===== config.mk =====
export PLATFORM = sky130hd
export DESIGN_NAME = ram_line_port_flat
export DESIGN_NICKNAME = d
export VERILOG_FILES = /design/src/rtl/cache_pkg.sv /design/src/rtl/ram_line_port_if.sv /design/src/rtl/ram_line_buffer.sv /design/src/rtl/ram_line_port.sv /design/src/flat_wrapper.sv
export SDC_FILE = /design/constraint.sdc
export NUM_CORES = 1
export LEC_CHECK = 0
export ABC_AREA = 1
export CAP_MARGIN = 0
export CORE_ASPECT_RATIO = 0.5
export CORE_MARGIN = 4
export CORE_UTILIZATION = 51
export DETAILED_ROUTE_END_ITERATION = 10
export PLACE_DENSITY = 0.95
export SLEW_MARGIN = 20
export SYNTH_ARGS = -nofsm -noshare
export SYNTH_HDL_FRONTEND = slang
export SYNTH_SLANG_ARGS = --single-unit
export TNS_END_PERCENT = 20

===== constraint.sdc =====
create_clock -name clk -period 2.89 [get_ports clk]
set_clock_uncertainty 0.15 [all_clocks]
set_input_delay 0.578 -clock clk [delete_from_list [all_inputs] [get_ports clk]]
set_output_delay 0.578 -clock clk [all_outputs]
set_load 0.005 [all_outputs]

===== src/rtl/cache_pkg.sv =====
// Shared cache definitions: default geometry, line-port FSM state encoding and
// the word-index width helper used by the cache datapath and the RAM line port.
package cache_pkg;

  localparam int unsigned ADDR_WIDTH_DEFAULT = 8;
  localparam int unsigned LINE_WORDS_DEFAULT = 4;
  localparam int unsigned WORD_WIDTH_DEFAULT = 8;

  typedef enum logic [1:0] {
    StIdle  = 2'd0,
    StWrite = 2'd1,
    StRead  = 2'd2,
    StAck   = 2'd3
  } port_state_e;

  // Bits needed to index a word within a line (at least one).
  function automatic int unsigned word_idx_width(input int unsigned words);
    return (words > 1) ? $clog2(words) : 1;
  endfunction

endpackage


===== src/rtl/ram_line_port_if.sv =====
// Bundle of the two buses around the RAM line port.
//   cache side : ram_avalid, ram_wr, ram_addr, ram_wdata -> ram_rdata, ram_ack
//   memory side: mem_req, mem_we, mem_addr, mem_wdata -> mem_ready, mem_rvalid, mem_rdata
// slave  = the line port itself; master = the cache plus external memory around it.
interface ram_line_port_if
  import cache_pkg::*;
#(
  parameter int unsigned ADDR_WIDTH = ADDR_WIDTH_DEFAULT,
  parameter int unsigned LINE_WORDS = LINE_WORDS_DEFAULT,
  parameter int unsigned WORD_WIDTH = WORD_WIDTH_DEFAULT
);
  localparam int unsigned IDX_WIDTH = word_idx_width(LINE_WORDS);

  logic                             ram_avalid;
  logic                             ram_wr;
  logic [ADDR_WIDTH-1:0]            ram_addr;
  logic [LINE_WORDS*WORD_WIDTH-1:0] ram_wdata;
  logic [LINE_WORDS*WORD_WIDTH-1:0] ram_rdata;
  logic                             ram_ack;

  logic                             mem_req;
  logic                             mem_we;
  logic [ADDR_WIDTH+IDX_WIDTH-1:0]  mem_addr;
  logic [WORD_WIDTH-1:0]            mem_wdata;
  logic                             mem_ready;
  logic                             mem_rvalid;
  logic [WORD_WIDTH-1:0]            mem_rdata;

  modport slave (
    input  ram_avalid, ram_wr, ram_addr, ram_wdata, mem_ready, mem_rvalid, mem_rdata,
    output ram_rdata, ram_ack, mem_req, mem_we, mem_addr, mem_wdata
  );

  modport master (
    output ram_avalid, ram_wr, ram_addr, ram_wdata, mem_ready, mem_rvalid, mem_rdata,
    input  ram_rdata, ram_ack, mem_req, mem_we, mem_addr, mem_wdata
  );

endinterface


===== src/rtl/ram_line_buffer.sv =====
// LINE_WORDS x WORD_WIDTH line register.
//   load/load_line   : replace the whole line (has priority over word write)
//   wr_en/wr_idx/wr_word : write one word
//   sel_idx/sel_word : combinational word select
//   line             : whole registered line, word i at [i*WORD_WIDTH +: WORD_WIDTH]
module ram_line_buffer #(
  parameter int unsigned LINE_WORDS = 4,
  parameter int unsigned WORD_WIDTH = 8,
  parameter int unsigned IDX_WIDTH  = 2
) (
  input  logic                             clk,
  input  logic                             not_reset,
  input  logic                             load,
  input  logic [LINE_WORDS*WORD_WIDTH-1:0] load_line,
  input  logic                             wr_en,
  input  logic [IDX_WIDTH-1:0]             wr_idx,
  input  logic [WORD_WIDTH-1:0]            wr_word,
  input  logic [IDX_WIDTH-1:0]             sel_idx,
  output logic [WORD_WIDTH-1:0]            sel_word,
  output logic [LINE_WORDS*WORD_WIDTH-1:0] line
);

  logic [LINE_WORDS-1:0][WORD_WIDTH-1:0] words_q, words_d;

  always_comb begin
    words_d = words_q;
    if (load) begin
      words_d = load_line;
    end else if (wr_en) begin
      words_d[wr_idx] = wr_word;
    end
  end

  always_ff @(posedge clk or negedge not_reset) begin
    if (!not_reset) begin
      words_q <= '0;
    end else begin
      words_q <= words_d;
    end
  end

  assign sel_word = words_q[sel_idx];
  assign line     = words_q;

endmodule


===== src/rtl/ram_line_port.sv =====
// Whole-line RAM port: turns each cache line request into LINE_WORDS single-word
// transactions on the external memory bus. Writes drain the latched eviction line;
// reads issue and collect concurrently, filling ram_rdata word by word, then ack.
//   clk, not_reset : clock, asynchronous active-low reset
//   bus            : ram_line_port_if.slave (cache request/ack + word memory bus)
// Parameters must match those of the connected interface instance.
module ram_line_port
  import cache_pkg::*;
#(
  parameter int unsigned ADDR_WIDTH = ADDR_WIDTH_DEFAULT,
  parameter int unsigned LINE_WORDS = LINE_WORDS_DEFAULT,
  parameter int unsigned WORD_WIDTH = WORD_WIDTH_DEFAULT
) (
  input  logic            clk,
  input  logic            not_reset,
  ram_line_port_if.slave  bus
);

  localparam int unsigned IDX_WIDTH = word_idx_width(LINE_WORDS);
  // One extra bit so the LINE_WORDS terminal count is representable.
  localparam int unsigned CNT_WIDTH = IDX_WIDTH + 1;
  localparam logic [CNT_WIDTH-1:0] CNT_LAST = CNT_WIDTH'(LINE_WORDS - 1);
  localparam logic [CNT_WIDTH-1:0] CNT_FULL = CNT_WIDTH'(LINE_WORDS);

  port_state_e           state_q, state_d;
  logic [ADDR_WIDTH-1:0] line_q, line_d;
  logic [CNT_WIDTH-1:0]  icnt_q, icnt_d;  // issue count (write drain or read request)
  logic [CNT_WIDTH-1:0]  rcnt_q, rcnt_d;  // read words received

  logic                  wbuf_load;
  logic                  mem_req_c;
  logic                  mem_we_c;
  logic                  rx_fire;
  logic [WORD_WIDTH-1:0] drain_word;

  logic [LINE_WORDS*WORD_WIDTH-1:0] wbuf_line_unused;
  logic [WORD_WIDTH-1:0]            rbuf_sel_unused;

  // Returned words count only inside a read and only up to a full line.
  assign rx_fire = (state_q == StRead) && bus.mem_rvalid && (rcnt_q < CNT_FULL);

  always_comb begin
    state_d   = state_q;
    line_d    = line_q;
    icnt_d    = icnt_q;
    rcnt_d    = rcnt_q;
    wbuf_load = 1'b0;
    mem_req_c = 1'b0;
    mem_we_c  = 1'b0;
    case (state_q)
      StIdle: begin
        if (bus.ram_avalid) begin
          line_d    = bus.ram_addr;
          wbuf_load = bus.ram_wr;
          state_d   = bus.ram_wr ? StWrite : StRead;
        end
      end
      StWrite: begin
        mem_req_c = 1'b1;
        mem_we_c  = 1'b1;
        if (bus.mem_ready) begin
          icnt_d = icnt_q + 1'b1;
          if (icnt_q == CNT_LAST) begin
            state_d = StAck;
          end
        end
      end
      StRead: begin
        mem_req_c = (icnt_q < CNT_FULL);
        if (mem_req_c && bus.mem_ready) begin
          icnt_d = icnt_q + 1'b1;
        end
        if (rx_fire) begin
          rcnt_d = rcnt_q + 1'b1;
          if (rcnt_q == CNT_LAST) begin
            state_d = StAck;
          end
        end
      end
      StAck: begin
        icnt_d  = '0;
        rcnt_d  = '0;
        state_d = StIdle;
      end
      default: state_d = StIdle;
    endcase
  end

  always_ff @(posedge clk or negedge not_reset) begin
    if (!not_reset) begin
      state_q <= StIdle;
      line_q  <= '0;
      icnt_q  <= '0;
      rcnt_q  <= '0;
    end else begin
      state_q <= state_d;
      line_q  <= line_d;
      icnt_q  <= icnt_d;
      rcnt_q  <= rcnt_d;
    end
  end

  // Eviction line, latched in IDLE and drained word by word.
  ram_line_buffer #(
    .LINE_WORDS (LINE_WORDS),
    .WORD_WIDTH (WORD_WIDTH),
    .IDX_WIDTH  (IDX_WIDTH)
  ) u_wbuf (
    .clk       (clk),
    .not_reset (not_reset),
    .load      (wbuf_load),
    .load_line (bus.ram_wdata),
    .wr_en     (1'b0),
    .wr_idx    ('0),
    .wr_word   ('0),
    .sel_idx   (icnt_q[IDX_WIDTH-1:0]),
    .sel_word  (drain_word),
    .line      (wbuf_line_unused)
  );

  // Fill line; kept separate so write bursts never disturb ram_rdata.
  ram_line_buffer #(
    .LINE_WORDS (LINE_WORDS),
    .WORD_WIDTH (WORD_WIDTH),
    .IDX_WIDTH  (IDX_WIDTH)
  ) u_rbuf (
    .clk       (clk),
    .not_reset (not_reset),
    .load      (1'b0),
    .load_line ('0),
    .wr_en     (rx_fire),
    .wr_idx    (rcnt_q[IDX_WIDTH-1:0]),
    .wr_word   (bus.mem_rdata),
    .sel_idx   ('0),
    .sel_word  (rbuf_sel_unused),
    .line      (bus.ram_rdata)
  );

  assign bus.mem_req   = mem_req_c;
  assign bus.mem_we    = mem_we_c;
  assign bus.mem_addr  = mem_req_c ? {line_q, icnt_q[IDX_WIDTH-1:0]} : '0;
  assign bus.mem_wdata = mem_we_c ? drain_word : '0;
  assign bus.ram_ack   = (state_q == StAck);

endmodule


===== src/flat_wrapper.sv =====
// flat-port wrapper written by rule: the top's interface ports become plain ports
module ram_line_port_flat import cache_pkg::*;
#(
  parameter int unsigned ADDR_WIDTH = ADDR_WIDTH_DEFAULT,
  parameter int unsigned LINE_WORDS = LINE_WORDS_DEFAULT,
  parameter int unsigned WORD_WIDTH = WORD_WIDTH_DEFAULT
)
  (clk, not_reset, bus_ram_avalid, bus_ram_wr, bus_ram_addr, bus_ram_wdata, bus_mem_ready, bus_mem_rvalid, bus_mem_rdata, bus_ram_rdata, bus_ram_ack, bus_mem_req, bus_mem_we, bus_mem_addr, bus_mem_wdata);
  ram_line_port_if #(.ADDR_WIDTH(ADDR_WIDTH), .LINE_WORDS(LINE_WORDS), .WORD_WIDTH(WORD_WIDTH)) bus_i ();
  input  logic clk;
  input  logic not_reset;
  input wire logic [$bits(bus_i.ram_avalid)-1:0] bus_ram_avalid;
  input wire logic [$bits(bus_i.ram_wr)-1:0] bus_ram_wr;
  input wire logic [$bits(bus_i.ram_addr)-1:0] bus_ram_addr;
  input wire logic [$bits(bus_i.ram_wdata)-1:0] bus_ram_wdata;
  input wire logic [$bits(bus_i.mem_ready)-1:0] bus_mem_ready;
  input wire logic [$bits(bus_i.mem_rvalid)-1:0] bus_mem_rvalid;
  input wire logic [$bits(bus_i.mem_rdata)-1:0] bus_mem_rdata;
  output wire logic [$bits(bus_i.ram_rdata)-1:0] bus_ram_rdata;
  output wire logic [$bits(bus_i.ram_ack)-1:0] bus_ram_ack;
  output wire logic [$bits(bus_i.mem_req)-1:0] bus_mem_req;
  output wire logic [$bits(bus_i.mem_we)-1:0] bus_mem_we;
  output wire logic [$bits(bus_i.mem_addr)-1:0] bus_mem_addr;
  output wire logic [$bits(bus_i.mem_wdata)-1:0] bus_mem_wdata;
  assign bus_i.ram_avalid = bus_ram_avalid;
  assign bus_i.ram_wr = bus_ram_wr;
  assign bus_i.ram_addr = bus_ram_addr;
  assign bus_i.ram_wdata = bus_ram_wdata;
  assign bus_i.mem_ready = bus_mem_ready;
  assign bus_i.mem_rvalid = bus_mem_rvalid;
  assign bus_i.mem_rdata = bus_mem_rdata;
  assign bus_ram_rdata = bus_i.ram_rdata;
  assign bus_ram_ack = bus_i.ram_ack;
  assign bus_mem_req = bus_i.mem_req;
  assign bus_mem_we = bus_i.mem_we;
  assign bus_mem_addr = bus_i.mem_addr;
  assign bus_mem_wdata = bus_i.mem_wdata;
  ram_line_port #(.ADDR_WIDTH(ADDR_WIDTH), .LINE_WORDS(LINE_WORDS), .WORD_WIDTH(WORD_WIDTH)) u_core (.clk(clk), .not_reset(not_reset), .bus(bus_i));
endmodule

Yosys cells after proc, flatten, opt, wreduce, memory -nomap -nowiden
Cells that the tools add are included.
Word-level totals
  output and inout bits: 53
  flip-flop bits (word level): 80
  input bits: 54
Operators by class
  muxes and demuxes: 23
  equality and inequality tests: 11
  $add $sub $neg: 2
  reduce and logical (&&, ||, !) cells: 11
  magnitude comparators: 5
Operator list (count)
  32-bit bitwise mux: 1
  8-bit two-way mux: 3
  8-bit binary-select mux with 2-bit select: 1
  8-bit demux with 2-bit select: 1
  2-bit two-way mux: 6
  10-bit two-way mux: 1
  3-bit two-way mux: 3
  3-bit case mux with 3 select lines: 1
  2-bit inequality test, second input constant: 4
  2-bit case mux with 4 select lines: 1
  3-bit by 1-bit adder with 3-bit output, second input constant: 2
  3-bit by 2-bit equality test with 1-bit output, second input constant: 2
  2-bit by 3-bit < comparator with 1-bit output, second input constant: 2
  3-bit < comparator, second input constant: 2
  3-bit case mux with 2 select lines: 1
  5-bit AND reduction: 1
  2-bit equality test, second input constant: 2
  1-bit logical AND: 4
  2-bit by 1-bit inequality test with 1-bit output, second input constant: 2
  2-bit AND reduction: 2
  1-bit two-way mux: 3
  3-bit AND reduction: 1
  3-bit nonzero test: 1
  2-bit by 1-bit equality test with 1-bit output, second input constant: 1
  4 further kinds: 4

Longest topological paths before layout
  depth in word-level cells: 5
  depth in mapped cells: 8

Modules after synthesis
Synthesis repeated with hierarchy kept, for this count alone.
Unflattened totals
  cell total of the unflattened synthesis: 791
  area, all modules: 5198.7 um2
Modules (own cells, without submodules)
  ram_line_buffer: area each 2093.3 um2, times used 2, cells an instance 325
  ram_line_port: area each 1012.2 um2, times used 1, cells an instance 141

Worst setup path after synthesis
No wires, ideal clock.
  path kind: reg-to-output
  start point: register u_core.state_q[1]
  end point: output bus_mem_addr[0]
  data required time: 2162 ps
  setup slack: 844 ps
  stages on the path, launching flop included: 8
  arrival: 1318 ps
  cell sequence: dfrtp_1 inv_1 ha_1 clkinv_1 o21ai_0 nand2_1 buf_2 nor2_1
Between the ends
  longest elaborated chain between the ends: 3
  elaborated cells between the ends (all ways): 4
  those cells by class: eq/ne: 2; mux: 2
Ends and longest elaborated chain
  from (decl): line ram_line_port.sv:25  | port_state_e state_q, state_d;
  from (signal assigned): line ram_line_port.sv:91  | state_q <= StIdle;
  from (signal assigned): line ram_line_port.sv:96  | state_q <= state_d;
  2-bit equality test / 2-bit by 1-bit equality test with 1-bit output (equally long branches): line ram_line_port.sv:50  | case (state_q)
  1-bit case mux with 2 select lines *: line ram_line_port.sv:50
  10-bit two-way mux *: line ram_line_port.sv:141  | assign bus.mem_addr = mem_req_c ? {line_q, icnt_q[IDX_WIDTH-1:0]} : '0;
  to (decl): line flat_wrapper.sv:23  | output wire logic [$bits(bus_i.mem_addr)-1:0] bus_mem_addr;
Mark *: on every way between the ends. The rest lies on a longest branch, timed or not.

Worst setup path after layout
  start point: register u_core.state_q[1]
  end point: output bus_mem_wdata[5]
Between the ends
  longest elaborated chain between the ends: 3
Ends and longest elaborated chain
  2-bit by 1-bit equality test with 1-bit output: line ram_line_port.sv:50
  1-bit two-way mux: line ram_line_port.sv:50
  8-bit two-way mux: line ram_line_port.sv:142  | assign bus.mem_wdata = mem_we_c ? drain_word : '0;
  to (decl): line flat_wrapper.sv:24  | output wire logic [$bits(bus_i.mem_wdata)-1:0] bus_mem_wdata;
Every way passes these cells.

==> results.cfg <==
[outcome]
status = finished, final reports clean

[floorplan]
rows = 21
ios = 107
die_x_um = 129
die_area_sq_mm = 0.00888
initial_core_util_pct = 54.3
die_h_um = 68.7
fp.coreArea_sq_mm = 0.00691

[clock_tree]
cts_tree = done
numCtsBuffers = 9
cts_buffer_depth = 2
clock_latency_ns = 0.34
clkSinkCount = 80
path_clk_slew_ns = 0.06
ctsRootBufferMaster = clkbuf_16
cts_max_level = 3
cts-hold-fix-buffers = 0
post_cts_buffers = 0

[pwr]
p_leak_nw = 2.61
powerDensity_mw_per_mm2 = 1050
ir_worst_vdd_mv = 0.586

[route]
drtAntennaViolNets = 0
drc = 0
vias = 3427
via_per_inst = 5.15
wl_per_cell_um = 14.6
drtIter0Drc = 358
drtPass1Iterations = 5
drt_wl_total_mm = 9.73

[cells_and_area]
final_nets = 635
diodes = 0
design_area_sq_mm = 0.00527
synthToLayoutAreaGrowth_pct = 40.3
layout-drive-gt1-share_pct = 6.62

[place]
place_area_sq_mm = 0.00491
place_hpwl_mm = 6.86
routabilityCongestion = 0.824
port_buffers = 106

[worst_setup_path]
cp-startpoint = u_core.state_q[1]
worstSetupEndpointType = primary output
r2r_start = u_core.state_q[1]
worstSetupPathType = flop to primary output
cp.arrival_ns = 2.09
start_kind = flop
worstPathRequired_ns = 2.16
cp_max_fo = 9

[logic_synthesis]
netlist_area_sq_mm = 0.00375
yosysMostFrequentCell = nand2_1
ys.warnings.count = 0
synth-seq-cells = 80
ys_types = 19
yosysSeqAreaShare_pct = 53.3
syn_inst = 460
synth_top_area_share_pct = 53.3
synth_fp_nets = 526
synth_ff_type = dfrtp_1
async_reset_ff_share_pct = 100
synth_edf_count = 0
avgSynthCellArea_sq_um = 8.16
ys_top_cells_by_count = nand2_1 (119), dfrtp_1 (80), o21ai_0 (62), inv_1 (57), nor2_1 (55)
yosys.area.top_type = dfrtp_1
synth.area.top_cells = dfrtp_1 (53%), nand2_1 (12%), o21ai_0 (8.3%), inv_1 (5.7%), nor2_1 (5.5%)

[grt]
grt_max_degree = 81
grt_pass1_wl_mm = 15.7
grt_usage_pct = 22.9
grt_overflow_total = 0
grt_pass1_vias = 3314
antenna_found_initial = 0

[sta]
rsz0062_at_grt = no
period_share_pct = 97.4
holdWs_ns = 0.119
slew_headroom_pct = 67.7
post-route-min-period_ns = 2.81
max_freq_mhz = 355
slew_viol_final = 0
hold_viol_final = 0
tightest_slew_ns = 0.483
finalSetupViolations = 0

[min_path]
hold_path_class = input pin to async pin

[job]
cap_violations = 0
==> metrics by stage <==
step                setup slack, ns  util (%)  power (mW)  TNS, ns  instances
detailed placement            0.141      71.0        4.22        0        649
global route                0.00396      76.2        5.92        0        666
global placement              0.269      71.0        4.07        0        649
floorplan                     0.844         -        3.10        0        460
finish                       0.0758      76.2        5.51        0        666
CTS                        -0.00668      75.8        5.48  -0.0110        666
==> cells by family after synthesis <==
kind of cell | Yosys count | share of synthesized area [%]
buf+inv | 77 | 8.70
fa+ha+maj | 12 | 4.00
flops | 80 | 53.3
simple gates | 189 | 20.3
compound gates | 102 | 13.6
==> flip-flops by register name (all words and copies together), names as in the netlist <==
name	count
u_core.u_wbuf.line	32
u_core.state_q	2
u_core.icnt_q	3
u_core.u_rbuf.line	32
u_core.line_q	8
u_core.rcnt_q	3
==> what timing repair did <==
item                                    in CTS  in global routing
endpoints found under the setup margin      11                 14
endpoints found under the hold margin        0                  0
gates cloned                                 1                  0
gates resized for setup                      8                  8
pin swaps                                    2                  1
==> worst max-delay path: stages (launching register included) <==
cell,delay (ns)
dfrtp_1,0.45
inv_1,0.14
ha_2,0.22
inv_2,0.06
buf_4,0.17
a21oi_1,0.18
clkdlybuf4s50_1,0.53
==> power by group <==
| part | internal (mW) | switching, mW |
|---|---|---|
| Sequential | 1.63 | 0.283 |
| Combinational | 1.11 | 1.29 |
| Clock | 0.779 | 0.426 |
| Total | 3.52 | 2.00 |
==> final timing paths <==
path | endpoint | slack (ns) | depth (start not counted)
setup / recovery | bus_mem_wdata[5] | 0.08 | 6
hold / removal | u_core.u_wbuf.line[23] | 0.12 | 2
setup reg to reg | u_core.state_q[1] | 1.08 | 9
hold reg to reg | u_core.u_wbuf.line[13] | 0.33 | 2
max in group asynchronous | u_core.state_q[0] | 2.15 | 2
min in group clk | u_core.u_wbuf.line[13] | 0.33 | 2
==> cell type report <==
class / count / area (sq um)
multi-input cells: 304 / 1470
flip-flops and latches: 80 / 2000
well taps: 92 / 115
clock buffers: 13 / 250
clock inverters: 3 / 65.1
fillers: 474 / 1640
repair buffers: 113 / 1130
inverters: 61 / 229
==> cell usage in the layout, fill, tap and decap left out, types with 4 or more instances in the layout <==
cell type / instances
o21ai_1: 23
a21oi_1: 15
nor2_4: 4
buf_4: 6
nor2_1: 54
nand3_1: 6
nand2_1: 118
o21ai_0: 61
clkdlybuf4s50_1: 103
clkbuf_16: 9
inv_2: 4
ha_1: 10
dfrtp_1: 79
nand4_1: 4
inv_1: 56
==> routing by layer <==
layer | vias to the layer above | wire length (um) | share of wire, % | GRT usage (%)
li1 | 1668 | - | - | -
met1 | 1600 | 3910 | 40 | 27.5
met2 | 150 | 4990 | 51 | 41.8
met3 | 9 | 748 | 7.7 | 6.69
met4 | 0 | 74 | 0.76 | 4.71
met5 | - | 0 | 0 | 0
(Power assumes the default switching activity.)
